$ cat src/rtl/tmds_channel_encoder.sv
// -----------------------------------------------------------------------------
// tmds_channel_encoder
//   Single-lane TMDS encoder for DVI/HDMI. Encodes one 10-bit symbol per pclk
//   cycle from one of five sources:
//   - control tokens
//   - 8b/10b DC-balanced video
//   - TERC4 data-island nibbles
//   - video guard band
//   - data guard band
//   A signed running-disparity counter keeps the video stream DC balanced. Any
//   non-video symbol clears that counter.
//
// Parameters
//   CHANNEL     lane index 0..2; selects the guard-band symbols.
//   PIPELINE    1 or 2 register stages from input to encoded.
//   DISP_WIDTH  width of the signed disparity counter (>= 5).
//
// Ports
//   pclk          in   1   pixel clock, rising edge.
//   reset         in   1   synchronous, active-high.
//   mode          in   3   0 ctrl, 1 video, 2 data island, 3 video guard,
//                          4 data guard, 5..7 treated as ctrl.
//   control_data  in   2   {c1,c0}.
//   video_data    in   8   pixel component.
//   aux_data      in   4   TERC4 nibble.
//   encoded       out  10  TMDS symbol, bit 0 transmitted first.
//   disparity     out  DISP_WIDTH  running disparity after the current symbol
//                          (present only when TMDS_DISP_MON_EN is defined).
//
// Configuration macro: TMDS_DISP_MON_EN
// -----------------------------------------------------------------------------
module tmds_channel_encoder #(
  parameter int CHANNEL    = 0,
  parameter int PIPELINE   = 1,
  parameter int DISP_WIDTH = 5
) (
  input  logic                  pclk,
  input  logic                  reset,
  input  logic [2:0]            mode,
  input  logic [1:0]            control_data,
  input  logic [7:0]            video_data,
  input  logic [3:0]            aux_data,
  output logic [9:0]            encoded
`ifdef TMDS_DISP_MON_EN
  ,
  output logic [DISP_WIDTH-1:0] disparity
`endif
);

  localparam logic [9:0] C_CTRL00  = 10'b1101010100;
  localparam logic [9:0] C_GUARD_A = 10'b1011001100;
  localparam logic [9:0] C_GUARD_B = 10'b0100110011;
  localparam logic [DISP_WIDTH-1:0] C_ZERO  = {DISP_WIDTH{1'b0}};
  localparam logic [DISP_WIDTH-1:0] C_TWO   = DISP_WIDTH'(2);
  localparam logic [DISP_WIDTH-1:0] C_EIGHT = DISP_WIDTH'(8);

  // Control token table.
  function automatic logic [9:0] f_ctrl(input logic [1:0] c);
    logic [9:0] sym;
    case (c)
      2'd0:    sym = 10'b1101010100;
      2'd1:    sym = 10'b0010101011;
      2'd2:    sym = 10'b0101010100;
      2'd3:    sym = 10'b1010101011;
      default: sym = 10'b1101010100;
    endcase
    return sym;
  endfunction

  // HDMI TERC4 table.
  function automatic logic [9:0] f_terc4(input logic [3:0] a);
    logic [9:0] sym;
    case (a)
      4'h0:    sym = 10'b1010011100;
      4'h1:    sym = 10'b1001100011;
      4'h2:    sym = 10'b1011100100;
      4'h3:    sym = 10'b1011100010;
      4'h4:    sym = 10'b0101110001;
      4'h5:    sym = 10'b0100011110;
      4'h6:    sym = 10'b0110001110;
      4'h7:    sym = 10'b0100111100;
      4'h8:    sym = 10'b1011001100;
      4'h9:    sym = 10'b0100111001;
      4'hA:    sym = 10'b0110011100;
      4'hB:    sym = 10'b1011000110;
      4'hC:    sym = 10'b1010001110;
      4'hD:    sym = 10'b1001110001;
      4'hE:    sym = 10'b0101100011;
      4'hF:    sym = 10'b1011000011;
      default: sym = 10'b1010011100;
    endcase
    return sym;
  endfunction

  // Population count of a byte.
  function automatic logic [3:0] f_popcnt8(input logic [7:0] v);
    logic [3:0] n;
    n = 4'd0;
    for (int i = 0; i < 8; i++) begin
      n = n + {3'b000, v[i]};
    end
    return n;
  endfunction

  // Transition-minimising stage: XOR or XNOR chain, q_m[8] records which.
  function automatic logic [8:0] f_qm(input logic [7:0] d);
    logic [3:0] n1;
    logic       use_xnor;
    logic [8:0] q;
    n1       = f_popcnt8(d);
    use_xnor = (n1 > 4'd4) || ((n1 == 4'd4) && (d[0] == 1'b0));
    q        = 9'd0;
    q[0]     = d[0];
    for (int i = 1; i < 8; i++) begin
      if (use_xnor) begin
        q[i] = ~(q[i-1] ^ d[i]);
      end else begin
        q[i] = q[i-1] ^ d[i];
      end
    end
    q[8] = ~use_xnor;
    return q;
  endfunction

  logic [8:0]            w_qm_in;
  logic [2:0]            w_mode;
  logic [1:0]            w_ctrl;
  logic [3:0]            w_aux;
  logic [8:0]            w_qm;
  logic [3:0]            w_ones;
  logic [DISP_WIDTH-1:0] w_ones_ext;
  logic [DISP_WIDTH-1:0] w_diff;
  logic [DISP_WIDTH-1:0] w_two_q8;
  logic [DISP_WIDTH-1:0] w_two_nq8;
  logic [9:0]            w_sym_next;
  logic [DISP_WIDTH-1:0] w_cnt_next;
  logic [9:0]            r_encoded;
  logic [DISP_WIDTH-1:0] r_cnt;

  assign w_qm_in = f_qm(video_data);

  generate
    if (PIPELINE == 2) begin : g_pipe2
      logic [2:0] r_mode;
      logic [1:0] r_ctrl;
      logic [3:0] r_aux;
      logic [8:0] r_qm;

      // Stage 1: hold mode, side data and q_m for the final stage.
      always_ff @(posedge pclk) begin
        if (reset) begin
          r_mode <= 3'd0;
          r_ctrl <= 2'd0;
          r_aux  <= 4'd0;
          r_qm   <= 9'd0;
        end else begin
          r_mode <= mode;
          r_ctrl <= control_data;
          r_aux  <= aux_data;
          r_qm   <= w_qm_in;
        end
      end

      assign w_mode = r_mode;
      assign w_ctrl = r_ctrl;
      assign w_aux  = r_aux;
      assign w_qm   = r_qm;
    end else begin : g_pipe1
      assign w_mode = mode;
      assign w_ctrl = control_data;
      assign w_aux  = aux_data;
      assign w_qm   = w_qm_in;
    end
  endgenerate

  // diff = 2*popcount(q_m[7:0]) - 8, signed at DISP_WIDTH.
  assign w_ones     = f_popcnt8(w_qm[7:0]);
  assign w_ones_ext = DISP_WIDTH'(w_ones);
  assign w_diff     = (w_ones_ext << 1) - C_EIGHT;
  assign w_two_q8   = w_qm[8] ? C_TWO : C_ZERO;
  assign w_two_nq8  = w_qm[8] ? C_ZERO : C_TWO;

  // Final stage: symbol select and disparity update, based on the final-stage mode.
  always_comb begin
    w_sym_next = C_CTRL00;
    w_cnt_next = C_ZERO;
    case (w_mode)
      3'd1: begin
        if ((r_cnt == C_ZERO) || (w_diff == C_ZERO)) begin
          w_sym_next = {~w_qm[8], w_qm[8], (w_qm[8] ? w_qm[7:0] : ~w_qm[7:0])};
          if (w_qm[8]) begin
            w_cnt_next = r_cnt + w_diff;
          end else begin
            w_cnt_next = r_cnt - w_diff;
          end
        end else if (r_cnt[DISP_WIDTH-1] == w_diff[DISP_WIDTH-1]) begin
          // Same sign: invert the data bits to pull disparity back to zero.
          w_sym_next = {1'b1, w_qm[8], ~w_qm[7:0]};
          w_cnt_next = r_cnt + w_two_q8 - w_diff;
        end else begin
          w_sym_next = {1'b0, w_qm[8], w_qm[7:0]};
          w_cnt_next = r_cnt + w_diff - w_two_nq8;
        end
      end
      3'd2: begin
        w_sym_next = f_terc4(w_aux);
      end
      3'd3: begin
        if (CHANNEL == 1) begin
          w_sym_next = C_GUARD_B;
        end else begin
          w_sym_next = C_GUARD_A;
        end
      end
      3'd4: begin
        if (CHANNEL == 0) begin
          w_sym_next = f_terc4({2'b11, w_ctrl});
        end else begin
          w_sym_next = C_GUARD_B;
        end
      end
      default: begin
        w_sym_next = f_ctrl(w_ctrl);
      end
    endcase
  end

  // Output symbol and running disparity registers.
  always_ff @(posedge pclk) begin
    if (reset) begin
      r_encoded <= C_CTRL00;
      r_cnt     <= C_ZERO;
    end else begin
      r_encoded <= w_sym_next;
      r_cnt     <= w_cnt_next;
    end
  end

  assign encoded = r_encoded;
`ifdef TMDS_DISP_MON_EN
  assign disparity = r_cnt;
`endif

endmodule
$ cat config.mk
export PLATFORM = sky130hd
export DESIGN_NAME = tmds_channel_encoder
export DESIGN_NICKNAME = d
export VERILOG_FILES = /design/src/rtl/tmds_channel_encoder.sv
export SDC_FILE = /design/constraint.sdc
export NUM_CORES = 1
export LEC_CHECK = 0
export CORE_MARGIN = 2
export CORE_UTILIZATION = 40
export CTS_CLUSTER_SIZE = 8
export DETAILED_ROUTE_END_ITERATION = 10
export MAX_ROUTING_LAYER = met4
export PLACE_DENSITY = 0.66
export SYNTH_ARGS = -nofsm -noshare
export SYNTH_HDL_FRONTEND = slang
export SYNTH_SLANG_ARGS = --single-unit
$ cat constraint.sdc
create_clock -name pclk -period 11.2 [get_ports pclk]
set_input_delay 1.12 -clock pclk [delete_from_list [all_inputs] [get_ports pclk]]
set_output_delay 1.12 -clock pclk [all_outputs]
set_load 0.005 [all_outputs]
==> metrics.txt <==
Final Net Count=approximately 330; ys flop type=dfxtp_1; Post-CTS Repair Setup Buffers=0; Synth warnings=0; reg2reg end=r_cnt[4]; CTS-repair resized insts=0; CP required=11.31 ns; mean area per synthesized cell=8.74 µm²; max-slew violations=0; fmax=around 0.11 GHz; post-DP HPWL=approximately 4000 µm; maximum fanout along the worst path=8; placed cell areas=0.00249 mm²; setup TNS=0 ns; worst hold slack=approximately 0.74 ns; critical path's slowest cell=fa_1; initial antenna violation count=0; Min Clock Period, post-route=8.98 ns; endpoints failing setup=0; #FFs+latches synth=14; CP Class=in -> reg; Starting Density=41.7%; clock slew at reported path FFs=roughly 0.050 ns; Mapped Area=0.00214 mm²; Worst setup EP type=flip-flop; Hold Fails Final Rpt=0; Core Util, Final=49.4%; flop-to-flop setup slack=slightly above 9 ns; critical hold path startpoint=r_cnt[1]; crit start category=input port; HP Class=reg -> reg; max-cap viol count=0; clk sinks=14; wire length per cell=around 14 µm; Cell variety after synth=48; Fin Clk Skew=0.000825 ns; worst r2r path cells=7; post-route cell area=0.00254 mm²; CTS tree=yes; CTS Buf Count=3; DRT antenna net count=0; largest net degree at the start of global routing=17; worst setup path startpoint=video_data[0]; drt via density=5.18; Worst Path Arrival=9.09 ns; Final Cycle Share=80.2%; DRT Pass-1 Iters=4; vias=between 1,500 and 2,000; latest clock arrival within the worst-skew pair=around 0.24 ns; global-route wire length before repair=7920 µm; reg2reg start=r_cnt[2]; most used cell, CP=fa_1; max incr delay on CP=0.58 ns; end of the critical path=encoded[1]; die height=77.2 µm; Post-Syn Instances=~250; syn nets=307; Initial DRC Count=approximately 170; GRT Total Usage=16.6%; Area growth, synth to finish=18.6%; cts hold-fix bufs=0; largest area contributor in the netlist=ha_1; Worst Tran Pin Value=0.621 ns; remaining global-route overflow=0; ranking of synthesized cells by area=ha_1, dfxtp_1, fa_1; commonest cells after routing, fill and taps aside=inv_1, ha_1, clkdlybuf4s50_1; Cell Rows=26; H-tree depth=1; full die area=0.00596 mm²; core area=0.00514 mm²; DRC violations left=0; vias in the first global route=approximately 1,700; ant diodes=0; RSZ-0062 raised after global routing=no; DIE WIDTH=77.2 µm; relative slew slack=between 50% and 60%; CTS Buffer Depth=2; status=completed; register area share after synthesis=between 10% and 20%; I/O Buffers=28; # IOs=29; fraction of layout instances using a drive strength above 1=approximately 7.4%; async set or reset register ratio after synthesis=0%; most common cell after layout, fill and taps aside=inv_1; Yosys top cell area share=17.5%; final WL=4660 µm; root buffer cell=clkbuf_8; RePlAce Congestion=0.911; number of enable flip-flop cells after synthesis=0
## cells in the mapped netlist (all sizes together) (2+ instances only)
| master | instances |
|---|---|
| nand2 | 14 |
| a311oi | 3 |
| o21ba | 2 |
| nor2 | 13 |
| nor3 | 3 |
| nor3b | 2 |
| xnor2 | 22 |
| a221oi | 2 |
| o21ai | 8 |
| nand2b | 5 |
| fa | 13 |
| o221ai | 4 |
| a21o | 2 |
| clkbuf | 5 |
| dfxtp | 14 |
| xor2 | 7 |
| o2111ai | 3 |
| o22ai | 6 |
| mux2i | 4 |
| a211oi | 7 |
| ha | 30 |
| inv | 35 |
| o211ai | 4 |
| or2 | 4 |
| and2 | 2 |
| a21oi | 9 |
| nor2b | 3 |
| a31oi | 4 |
## worst min path at each step
stage                           to  slack [ns]  cells after the start
after CTS                 r_cnt[1]        0.74                      3
after global routing      r_cnt[1]        0.78                      3
after global placement    r_cnt[1]        0.71                      3
after floorplan           r_cnt[1]        0.65                      3
final                     r_cnt[1]        0.74                      3
after detailed placement  r_cnt[1]        0.73                      3
## critical path: cells and delay by family
family / cells / cell delay, ns
AO/OA/AOI/OAI: 2 / 0.47
XOR/XNOR: 4 / 1.22
adder cells (fa/ha/maj): 11 / 4.59
buffers and inverters: 5 / 0.83
multiplexers: 1 / 0.33
AND/OR/NAND/NOR: 2 / 0.53
## per-layer routing
metal | up-vias | routed length [µm] | GRT usage (%)
li1 | 903 | - | -
met1 | 816 | 2320 | 23.6
met2 | 45 | 2130 | 25.8
met3 | 2 | 202 | 2.47
met4 | 0 | 14 | 1.61
met5 | - | 0 | -
## state kept, by name (all words and copies together), names as in the netlist
register and count:
encoded 10, r_cnt 4
## cells by family (layout without fill, tap and decap cells)
family                     Yosys count  after routing  synth area share [%]
DFF                                 14             14                  13.1
adders and majority gates           43             43                  29.7
buffers and inverters               41             67                  7.48
and+or+nand+nor                     52             52                  12.3
xor gates and xnor gates            30             30                  14.0
AOI/OAI and AO/OA                   61             61                  21.4
muxes                                4              4                  2.04
## stage by stage
step / setup slack [ns] / cells
after floorplan: 3.05 / 245
after global routing: 1.74 / 341
after CTS: 2.15 / 341
final: 2.22 / 341
after global placement: 2.05 / 337
after detailed placement: 1.90 / 337
## area by class of cell
cell class | instances | area [µm²]
Fill cell | 542 | 2600
Multi-Input combinational cell | 190 | 1700
Sequential cell | 14 | 280
Timing Repair Buffer | 28 | 280
Inverter | 35 | 136
Tap cell | 70 | 87.6
Clock buffer | 4 | 55.1
Power is not shown: default switching activity piles up to over one toggle a cycle in this logic, so the estimate is an artifact.
